**config.mk**
```make
export PLATFORM = sky130hd
export DESIGN_NAME = ring_monitor_flat
export DESIGN_NICKNAME = d
export VERILOG_FILES = /design/src/rtl/ring_monitor_pkg.sv /design/src/rtl/ring_monitor_if.sv /design/src/rtl/ring_monitor_onehot_encode.sv /design/src/rtl/ring_monitor.sv /design/src/flat_wrapper.sv
export SDC_FILE = /design/constraint.sdc
export NUM_CORES = 1
export LEC_CHECK = 0
export ABC_AREA = 1
export BUFFER_PORTS_ARGS = -buffer_cell sky130_fd_sc_hd__buf_2
export CORE_MARGIN = 1.5
export CORE_UTILIZATION = 60
export DETAILED_ROUTE_END_ITERATION = 16
export PLACE_DENSITY = 0.92
export SYNTH_ARGS = -nofsm -noshare
export SYNTH_HDL_FRONTEND = slang
export SYNTH_HIERARCHICAL = 1
export SYNTH_SLANG_ARGS = --single-unit
```
**constraint.sdc**
```tcl
create_clock -name CLK -period 3.4 [get_ports CLK]
set_clock_uncertainty 0.05 [all_clocks]
set_input_delay 0.17 -clock CLK [delete_from_list [all_inputs] [get_ports CLK]]
set_output_delay 0.17 -clock CLK [all_outputs]
set_load 0.05 [all_outputs]
```
**src/rtl/ring_monitor_pkg.sv**
```systemverilog
// rtl/ring_monitor_pkg.sv - shared types and helpers for the ring monitor
package ring_pkg;

  typedef enum logic {SEARCH = 1'b0, LOCKED = 1'b1} state_e;

  localparam int DEF_WIDTH = 8;

  function automatic int clog2(input int v);
    int r;
    r = 0;
    for (int k = 0; k < 32; k++) begin
      if ((1 << r) < v) r = r + 1;
    end
    return r;
  endfunction

  // Rotate toward the MSB within the low w bits; x must already fit in w bits.
  function automatic logic [63:0] rotl(input logic [63:0] x, input int w);
    logic [63:0] m;
    m = (w >= 64) ? '1 : ((64'd1 << w) - 64'd1);
    return ((x << 1) | (x >> (w - 1))) & m;
  endfunction

  function automatic logic is_onehot(input logic [63:0] x);
    return (x != 64'd0) && ((x & (x - 64'd1)) == 64'd0);
  endfunction

endpackage

```
**src/rtl/ring_monitor_if.sv**
```systemverilog
// rtl/ring_monitor_if.sv - sample input and status outputs of the ring monitor
interface ring_monitor_if #(
  parameter int WIDTH = 8,
  parameter int ERR_W = 8
);
  import ring_pkg::*;
  localparam int PW = clog2(WIDTH);

  logic             CE;
  logic [WIDTH-1:0] I;
  logic [PW-1:0]    phase;
  logic             locked;
  logic             error;
  logic [ERR_W-1:0] err_count;

  modport master (output CE, I, input phase, locked, error, err_count);
  modport slave  (input CE, I, output phase, locked, error, err_count);
endinterface

```
**src/rtl/ring_monitor_onehot_encode.sv**
```systemverilog
// rtl/ring_monitor_onehot_encode.sv - one-hot to bit-index encoder with validity flag
module onehot_encode
  import ring_pkg::*;
#(
  parameter int WIDTH = 8,
  parameter int PW    = 3
) (
  input  logic [WIDTH-1:0] data_i,
  output logic [PW-1:0]    idx_o,
  output logic             valid_o
);

  always_comb begin
    idx_o = '0;
    for (int b = 0; b < WIDTH; b++) begin
      if (data_i[b]) idx_o = PW'(b);
    end
  end

  assign valid_o = is_onehot(64'(data_i));

endmodule

```
**src/rtl/ring_monitor.sv**
```systemverilog
// rtl/ring_monitor.sv - checks a rotating one-hot ring word, tracks phase, lock and lock losses
module ring_monitor
  import ring_pkg::*;
#(
  parameter int WIDTH      = DEF_WIDTH,
  parameter int LOCK_COUNT = 4,
  parameter int ERR_W      = 8
) (
  input  logic             CLK,
  input  logic             RESET,
  ring_monitor_if.slave    bus
);

  localparam int PW = clog2(WIDTH);

  state_e           state_q, state_d;
  logic [3:0]       run_q, run_d;
  logic [WIDTH-1:0] prev_q, prev_d;
  logic             pv_q, pv_d;
  logic [PW-1:0]    phase_q, phase_d;
  logic             error_q, error_d;
  logic [ERR_W-1:0] errc_q, errc_d;

  logic [PW-1:0]    enc_idx;
  logic             onehot;
  logic             match;
  logic [4:0]       run_inc;

  onehot_encode #(.WIDTH(WIDTH), .PW(PW)) u_enc (
    .data_i  (bus.I),
    .idx_o   (enc_idx),
    .valid_o (onehot)
  );

  assign match   = pv_q && onehot && (64'(bus.I) == rotl(64'(prev_q), WIDTH));
  assign run_inc = 5'(run_q) + 5'd1;

  always_ff @(posedge CLK) begin
    if (RESET) begin
      state_q <= SEARCH;
      run_q   <= '0;
      prev_q  <= '0;
      pv_q    <= 1'b0;
      phase_q <= '0;
      error_q <= 1'b0;
      errc_q  <= '0;
    end else begin
      state_q <= state_d;
      run_q   <= run_d;
      prev_q  <= prev_d;
      pv_q    <= pv_d;
      phase_q <= phase_d;
      error_q <= error_d;
      errc_q  <= errc_d;
    end
  end

  always_comb begin
    state_d = state_q;
    run_d   = run_q;
    prev_d  = prev_q;
    pv_d    = pv_q;
    phase_d = phase_q;
    error_d = 1'b0;
    errc_d  = errc_q;
    if (bus.CE) begin
      prev_d = bus.I;
      pv_d   = onehot;
      if (onehot) phase_d = enc_idx;
      case (state_q)
        SEARCH: begin
          // A failed sample restarts the chain; it may itself seed the next match.
          if (!match) begin
            run_d = '0;
          end else if (run_inc == 5'(LOCK_COUNT)) begin
            state_d = LOCKED;
            run_d   = '0;
          end else begin
            run_d = run_inc[3:0];
          end
        end
        LOCKED: begin
          if (!match) begin
            state_d = SEARCH;
            run_d   = '0;
            error_d = 1'b1;
            if (errc_q != '1) errc_d = errc_q + ERR_W'(1);
          end
        end
        default: state_d = SEARCH;
      endcase
    end
  end

  assign bus.phase     = phase_q;
  assign bus.locked    = (state_q == LOCKED);
  assign bus.error     = error_q;
  assign bus.err_count = errc_q;

endmodule
```
**src/flat_wrapper.sv**
```systemverilog
// flat-port wrapper written by rule: the top's interface ports become plain ports
module ring_monitor_flat import ring_pkg::*;
#(
  parameter int WIDTH      = DEF_WIDTH,
  parameter int LOCK_COUNT = 4,
  parameter int ERR_W      = 8
)
  (CLK, RESET, bus_CE, bus_I, bus_phase, bus_locked, bus_error, bus_err_count);
  ring_monitor_if #(.WIDTH(WIDTH), .ERR_W(ERR_W)) bus_i ();
  input  logic CLK;
  input  logic RESET;
  input wire logic [$bits(bus_i.CE)-1:0] bus_CE;
  input wire logic [$bits(bus_i.I)-1:0] bus_I;
  output wire logic [$bits(bus_i.phase)-1:0] bus_phase;
  output wire logic [$bits(bus_i.locked)-1:0] bus_locked;
  output wire logic [$bits(bus_i.error)-1:0] bus_error;
  output wire logic [$bits(bus_i.err_count)-1:0] bus_err_count;
  assign bus_i.CE = bus_CE;
  assign bus_i.I = bus_I;
  assign bus_phase = bus_i.phase;
  assign bus_locked = bus_i.locked;
  assign bus_error = bus_i.error;
  assign bus_err_count = bus_i.err_count;
  ring_monitor #(.WIDTH(WIDTH), .LOCK_COUNT(LOCK_COUNT), .ERR_W(ERR_W)) u_core (.CLK(CLK), .RESET(RESET), .bus(bus_i));
endmodule
```
# [After elaboration in Yosys (flattened, before gate mapping)]
# Cells that the tools add are included.
[totals] ff_bits=26 out_inout_bits=13 elab_cells=44
[classes] addsub=3 n_eq_ne=4 mux=16 n_bitwise=5 reduce_logical=9
[ops] operator="$and A8 B64 Y64" n=1
[ops] operator="$logic_not A64 Y1" n=1
[ops] operator="$mux W3" n=6
[ops] operator="$mux W4" n=3
[ops] operator="$sub A8 B1 Y9 const B" n=1
[ops] operator="$add A8 B1 Y8 const B" n=1
[ops] operator="$eq A8 B8 Y1" n=1
[ops] operator="$ne A8 B8 Y1 const B" n=1
[ops] operator="$or A8 B1 Y8" n=1
[ops] operator="$pmux W4 S2" n=1
[ops] operator="$reduce_bool A8 Y1" n=1
[ops] operator="$add A4 B1 Y5 const B" n=1
[ops] operator="$eq A5 B3 Y1 const B" n=1
[ops] operator="$mux W1" n=5
[ops] operator="$reduce_and A2 Y1" n=2
[ops] operator="$reduce_and A4 Y1" n=1
[ops] operator="$logic_and A1 B1 Y1" n=3
[ops] operator="$not A1 Y1" n=3
[ops] operator="$reduce_or A3 Y1" n=1
[ops] operator="$ne A2 B2 Y1 const B" n=1
[ops] operator="$pmux W1 S2" n=1

# [Depth between registers and ports, before layout]
# Gate-level depths: netlist of the first run.
[logic_depth] word_depth=8 mapped_depth=15 ltp_nobuf=14

# [Hierarchy]
# The synthesis of the first run kept the hierarchy.
[modules_own_cells] module="ring_monitor" n_inst=1 cells_each=211 area_each_um2=1390.1 seq_area_each_um2=520.5
[modules_own_cells] module="onehot_encode" n_inst=1 cells_each=32 area_each_um2=146.4 seq_area_each_um2=0.0

# [Least setup slack after synthesis of the first run]
# No wires, ideal clock.
[synth_timing] path_type="register to register" from="register u_core.errc_q[0] (netlist: u_core/bus.err_count[0])" to="register u_core.errc_q[4] (netlist: u_core/bus.err_count[4])" setup_time_ns=0.070 t_arrival_ns=1.646 setup_slack_ns=1.634 path_stages_with_launch=8 cell_sequence="dfxtp_1 > ha_1 > nand4_1 > nor2_1 > nor2_2 > nand2_2 > nand2_1 > a21oi_1"
[synth_between] elab_chain_len=2 elab_cells_between_ends=3 cone_classes="add/sub (1); eq/ne (1); reduce/logical (1)"
[synth_rtl] item="start: declaration" line="ring_monitor.sv:22" source="logic [ERR_W-1:0] errc_q, errc_d;"
[synth_rtl] item="start signal: assignment" line="ring_monitor.sv:54" source="errc_q <= errc_d;"
[synth_rtl] item="branches (longest 2 deep; another with $add A8 B1 Y8)"
# Parallel ways; which one is timed is not known.
# A chain may end at the register's enable or synchronous reset.

# [Worst setup path after layout of the first run]
[layout_timing] from="input port bus_I[1]" to="register u_core.run_q[3]"
[layout_between] elab_chain_len=8 elab_cells_between_ends=12 cone_classes="add/sub (1); eq/ne (2); mux (2); bitwise (1); reduce/logical (6)"
[layout_rtl] item="start: declaration" line="flat_wrapper.sv:13" source="input wire logic [$bits(bus_i.I)-1:0] bus_I;"
[layout_rtl] item="$sub A8 B1 Y9" line="ring_monitor_pkg.sv:25" source="return (x != 64'd0) && ((x & (x - 64'd1)) == 64'd0);"
[layout_rtl] item="$and A8 B64 Y64" line="ring_monitor_pkg.sv:25"
[layout_rtl] item="$logic_not A64 Y1" line="ring_monitor_pkg.sv:25"
[layout_rtl] item="$logic_and A1 B1 Y1 *" line="ring_monitor_pkg.sv:25"
[layout_rtl] item="net u_core.onehot" line="ring_monitor.sv:25" source="logic onehot;"
[layout_rtl] item="$logic_and A1 B1 Y1 * (2 in series)" line="ring_monitor.sv:35" source="assign match = pv_q && onehot && (64'(bus.I) == rotl(64'(prev_q), WIDTH));"
[layout_rtl] item="$mux W4 / $ne A2 B2 Y1 (equally long branches)"
[layout_rtl] item="$pmux W4 S2 / $reduce_and A2 Y1 (equally long branches)"
[layout_rtl] item="end signal: assignment" line="ring_monitor.sv:49" source="run_q <= run_d;"
[layout_rtl] item="end: declaration" line="ring_monitor.sv:17" source="logic [3:0] run_q, run_d;"
# The timed path passes the listed nets; every way through them passes the cells marked *.

==> out/qor.txt, run 1 <==
routed vias - 1557
Multi-input gate area - 846 sq um
DIE WIDTH - 53.6 um
Setup violations, final - 0
RSZ-0062 raised after global routing - no
Tightest Pin Transition - 0.411 ns
initial antenna violation count - 0
largest net degree at the start of global routing - 22
Num CTS Buffers - 3
CP Capture Type - flip-flop
Final Util - 69.2%
Fin. Hold Viols - 0
storage element area - 520 sq um
total gr overflow - 0
htree depth - 1
slowest stage cell, crit path - nand3_2
worst setup path class - primary input to flip-flop
syn avg cell area - 6.32 sq um
synthesis warning total - 6
routed wire length - 3220 um
leakage power - 0.824 nW
busiest grt layer - met2
FP Rows - 18
Clock Latency Late Sink - 0.32 ns
main area contributors after synthesis - dfxtp_1 34%, nand2_1 15%, inv_1 9.3%, a21oi_1 7.8%, nand3_1 5.9%
Tcrit/Tclk final - 50.9%
Critical Path Start Type - primary input
share of the synthesized area in the top cell type - 33.9%
Fmax - 0.578 GHz
grt met1 use - 32.9%
cells along the critical path - buf_2 -> nor2_2 -> nand2_2 -> o21ai_2 -> nand2_1 -> nor2_1 -> nand2_1 -> a21oi_1 -> nand2_1 -> nor2_2 -> nand3_2 -> nand2_1 -> nand3_1 -> a21oi_1
DRC - 0
core area - 2450 sq um
area after detailed placement - 1660 sq um
Detailed Place HPWL - 2470 um
Cell Pwr Density - 320 nW/um^2
TritonCTS clock tree - built
fin area - 1700 sq um
Post-CTS Resized - 0
synthesized instance count - 243
Synth Register Bits - 26
Ports - 24
# port buffers - 23
CTS clk-pin slew, worst paths - 0.14 ns
total negative slack - 0 ns
ANT cells - 0
GR Util met2 - 43.0%
CP required - 3.61 ns
global-route wire length before repair - 5430 um
crit-path leading delay family - simple AND/OR/NAND/NOR gates
router iterations before antenna repair - 5
Initial Utilization - 62.6%
Die Ht - 53.6 um
cell area after synthesis - 1540 sq um
Final #Nets - 279
CTS Buffer Depth - 2
Global Route Usage Sum - 25.1%
via/cell ratio - 5.28
Filler cells - 235
Synth area leader - dfxtp_1
post-route ant nets - 0
outcome - completed
Routed wire per std cell - 10.9 um
post-synthesis cell type count - 23
Placed Cells - 291
Layout Cells excl Fill - 295
RD Place Congestion - 0.859
Root Buffer - clkbuf_4
Post-Syn Nets - 256
hold_buf cts - 0
die area - 2870 sq um
# Post-CTS Setup Buffers - 0
layout cell share with drive strength beyond 1 - 14.3%
slew margin rel. - 72.6%
GR Layer Usage met3 - 3.61%
worst hold path type - primary input to flip-flop
Max Cap Viol - 0
CP arrival - 1.94 ns
register area share after synthesis - 33.9%
vias in the first global route - 1337
crit path time final - 1.73 ns
DRT iter0 DRCs - 45
critical path's most frequent cell - nand2_1
Largest stage delay, worst path - 0.24 ns
Max Slew Vio Count - 0
Max rail drop VDD - 0.000201 V
total clock sinks - 26
Layout area overhead - 10.5%
Critical path buffers and inverters - 1
Critical Path Fanout Max - 13
-- worst min-delay path: stages --
cell and delay [ns]:
buf_2 0.12, inv_1 0.07, a21oi_1 0.06
-- final cells by class --
cell class              instances  area share, %
flip-flops and latches         26           30.7
multi-input cells             174           49.8
repair buffers                 23           6.78
well taps                      30           2.21
clock buffers                   4           2.14
inverters                      38           8.40
-- cell families (layout without fill, tap and decap cells) --
group / Yosys count / in the layout / synth area share, %
flops: 26 / 26 / 33.9
xor+xnor: 7 / 7 / 3.99
compound gates: 41 / 41 / 13.8
fa+ha+maj: 2 / 2 / 1.63
buf+inv: 43 / 65 / 11.1
simple gates: 124 / 124 / 35.7
-- power by group --
part	switching, mW	internal, mW	total, mW	leakage, nW
sequential	0.00530	0.312	0.317	0.211
clock	0.0878	0.0655	0.153	0.0210
combinational	0.0497	0.0236	0.0734	0.591
-- per-layer routing --
| metal | share of wire [%] | vias to the layer above |
|---|---|---|
| li1 | - | 818 |
| met4 | 0.90 | 0 |
| met5 | 0 | - |
| met3 | 4.2 | 4 |
| met1 | 46 | 699 |
| met2 | 49 | 36 |
-- sequential cells by signal, summed over array words and instances, names as in the netlist --
| register | flops |
|---|---|
| u_core/bus.err_count | 8 |
| u_core/bus.error | 1 |
| u_core/run_q | 4 |
| u_core/prev_q | 8 |
| u_core/pv_q | 1 |
| u_core/bus.phase | 3 |
| u_core/bus.locked | 1 |
-- stage by stage --
stage / hold WS [ns] / total power [mW] / setup slack [ns]
after floorplan: 0.189 / 0.373 / 1.63
after global placement: 0.407 / 0.394 / 1.45
after detailed placement: 0.419 / 0.396 / 1.40
after CTS: 0.0775 / 0.547 / 1.72
after global routing: 0.0865 / 0.572 / 1.46
final: 0.0796 / 0.543 / 1.67
-- synthesized netlist by cell type --
master,count
o21bai_1,1
nand3_1,18
and3_1,2
xnor2_1,3
nor3b_1,1
nand2_2,3
inv_1,38
dfxtp_1,26
xor2_1,4
o21ai_2,1
nor2_4,1
a21oi_1,24
nor2_1,23
nand2_1,63
nand4_1,4
buf_2,1
clkbuf_1,3
o21ai_0,15
nor3_1,3
nand3_2,2
nor2_2,4
ha_1,2
buf_6,1
-- placed cells by master (no fill, tap or decap) --
| cell | count |
|---|---|
| a21oi_1 | 24 |
| and3_1 | 2 |
| buf_2 | 23 |
| clkbuf_4 | 3 |
| clkbuf_8 | 1 |
| dfxtp_1 | 26 |
| ha_1 | 2 |
| inv_1 | 38 |
| nand2_1 | 63 |
| nand2_2 | 3 |
| nand3_1 | 18 |
| nand3_2 | 2 |
| nand4_1 | 4 |
| nor2_1 | 23 |
| nor2_2 | 4 |
| nor2_4 | 1 |
| nor3_1 | 3 |
| nor3b_1 | 1 |
| o21ai_0 | 15 |
| o21ai_2 | 1 |
| o21bai_1 | 1 |
| xnor2_1 | 3 |
| xor2_1 | 4 |
-- final timing paths --
check,from,endpoint,slack (ns),cells after the start
min reg2reg,u_core/pv_q$_SDFFE_PP0P_,u_core/pv_q$_SDFFE_PP0P_,0.44,2
min,bus_I[6],u_core/prev_q[6]$_SDFFE_PP0P_,0.08,3
max,bus_I[1],u_core/run_q[3]$_SDFFE_PP0P_,1.67,14
max reg2reg,u_core/bus.err_count[0]$_SDFFE_PP0P_,u_core/bus.err_count[1]$_SDFFE_PP0P_,1.73,7
Note: power is estimated with default switching activity, not from simulation.
==> run 2: changes to the inputs <==
Settings changed: CORE_UTILIZATION 60 to 56, PLACE_DENSITY 0.92 to 0.87.
Clock period 3.4 ns to 1.8 ns, I/O delays scaled along.
==> run 2 against run 1 <==
  * Die area grew 6.7%
  * Setup slack got worse by 1.4 ns
  * Core utilization decreased by 0.14 points
  * First-iteration DRC count increased by 98%
  * Routed wire length increased by 3.0%
  * Largest power group unchanged
  * Cell count grew 2.7%
  * Hold slack got worse by 0.046 ns
  * Sequential cell count is the same
  * Global-route usage decreased by 2.9 points
  * Critical path type unchanged
==> out/qor.txt, run 2 (synthesis results as in run 1) <==
worst hold path type - primary input to flip-flop
RD Place Congestion - 0.827
Setup violations, final - 0
die area - 3070 sq um
via/cell ratio - 5.14
Ports - 24
Max Slew Vio Count - 0
Clock Latency Late Sink - 0.30 ns
CTS Buffer Depth - 2
DRC - 0
area after detailed placement - 1710 sq um
Root Buffer - clkbuf_4
Fin. Hold Viols - 0
Critical Path Fanout Max - 5
total power - 0.978 mW
leakage power - 0.858 nW
Max rail drop VDD - 0.000454 V
slew margin rel. - 75.0%
total clock sinks - 26
Layout Cells excl Fill - 303
Placed Cells - 298
clock power share - 23.8%
CP Capture Type - flip-flop
initial antenna violation count - 0
post-route ant nets - 0
Final #Nets - 288
commonest non-fill, non-tap cell in the layout - nand2_1
Critical Path Start Type - primary input
core area - 2540 sq um
Max Cap Viol - 0
vias in the first global route - 1379
Internal - 0.717 mW
most frequent cells in the layout - 63 x nand2_1, 38 x inv_1, 26 x dfxtp_1
RSZ-0062 raised after global routing - no
Detailed Place HPWL - 2440 um
worst setup path class - primary input to flip-flop
Worst R2R Setup Slack - 0.29 ns
Fmax - 0.651 GHz
Die Ht - 55.4 um
Layout area overhead - 14.3%
total negative slack - 0 ns
Tightest Pin Transition - 0.374 ns
DIE WIDTH - 55.4 um
Post-CTS Resized - 0
TritonCTS clock tree - built
routed vias - 1558
Routed wire per std cell - 10.9 um
global-route wire length before repair - 5580 um
sequential share of power - 61.2%
crit path time final - 1.54 ns
Tcrit/Tclk final - 85.3%
Num CTS Buffers - 3
CTS clk-pin slew, worst paths - 0.13 ns
CP arrival - 1.73 ns
fin area - 1760 sq um
layout cell share with drive strength beyond 1 - 16.1%
Filler cells - 241
Initial Utilization - 60.4%
Global Route Usage Sum - 22.2%
total gr overflow - 0
Cell Pwr Density - 557 nW/um^2
largest net degree at the start of global routing - 22
Sw Ratio - 26.7%
htree depth - 1
outcome - completed
Gate power share - 15.0%
# port buffers - 23
DRT iter0 DRCs - 89
switching pwr - 0.261 mW
ANT cells - 0
CP required - 1.99 ns
FP Rows - 18
router iterations before antenna repair - 4
routed wire length - 3310 um
## run 2: cell types whose count changed in the layout (fill, tap and decap cells not counted)
cell           previous run  this run
dlygate4sd3_1             0         2
buf_4                     0         7
clkbuf_8                  1         0
## run 2: power by group through the flow
| stage | registers (mW) | logic, mW | clock network [mW] |
|---|---|---|---|
| global route | 0.601 | 0.168 | 0.277 |
| finish | 0.598 | 0.147 | 0.233 |
| floorplan | 0.610 | 0.0941 | 0 |
| CTS | 0.598 | 0.141 | 0.246 |
| global placement | 0.610 | 0.138 | 0 |
| detailed placement | 0.611 | 0.140 | 0 |
## run 2: final timing paths
| path | from | end | cells past startpoint |
|---|---|---|---|
| worst max-delay path | bus_I[6] | u_core/run_q[3]$_SDFFE_PP0P_ | 11 |
| worst min-delay path | bus_I[1] | u_core/prev_q[1]$_SDFFE_PP0P_ | 3 |
| worst max register to register | u_core/bus.err_count[0]$_SDFFE_PP0P_ | u_core/bus.err_count[0]$_SDFFE_PP0P_ | 7 |
| worst min register to register | u_core/pv_q$_SDFFE_PP0P_ | u_core/pv_q$_SDFFE_PP0P_ | 2 |
## run 2: per-layer routing
| metal | track usage (%) | vias to the layer above | wire, um |
|---|---|---|---|
| li1 | - | 829 | - |
| met1 | 28.2 | 699 | 1620 |
| met2 | 38.9 | 28 | 1590 |
| met3 | 2.81 | 2 | 88 |
| met4 | 6.27 | 0 | 17 |
| met5 | 0 | - | 0 |
## run 2: cell type report
cell class,count,area [sq um],share of cell area [%]
multi-input combinational,174,846,48.1
clock buffer,3,22.5,1.28
timing repair buffer,32,188,10.7
inverter,38,143,8.12
sequential,26,520,29.6
tap,30,37.5,2.14
## run 2: what timing repair did
| action | CTS | global route |
|---|---|---|
| buffers inserted | 0 | 0 |
| endpoints found under the setup margin | 0 | 0 |
| hold buffers | 0 | 2 |
| hold endpoints to repair | 0 | 2 |
## run 2: metrics by stage
step,hold slack (ns),utilization [%],setup slack (ns)
floorplan,0.109,-,0.0336
global placement,0.343,67.4,0.0926
detailed placement,0.351,67.4,0.0458
CTS,0.00829,68.2,0.279
global route,0.0335,69.0,0.144
finish,0.0337,69.0,0.265
## run 2: worst max-delay path, cell delays in order
cell	delay, ns
buf_2	0.12
dlygate4sd3_1	0.57
inv_1	0.08
nand2_1	0.05
nand2_1	0.11
inv_1	0.06
nor2_1	0.12
nand3_2	0.14
nand2_1	0.16
nand3_1	0.09
a21oi_1	0.14
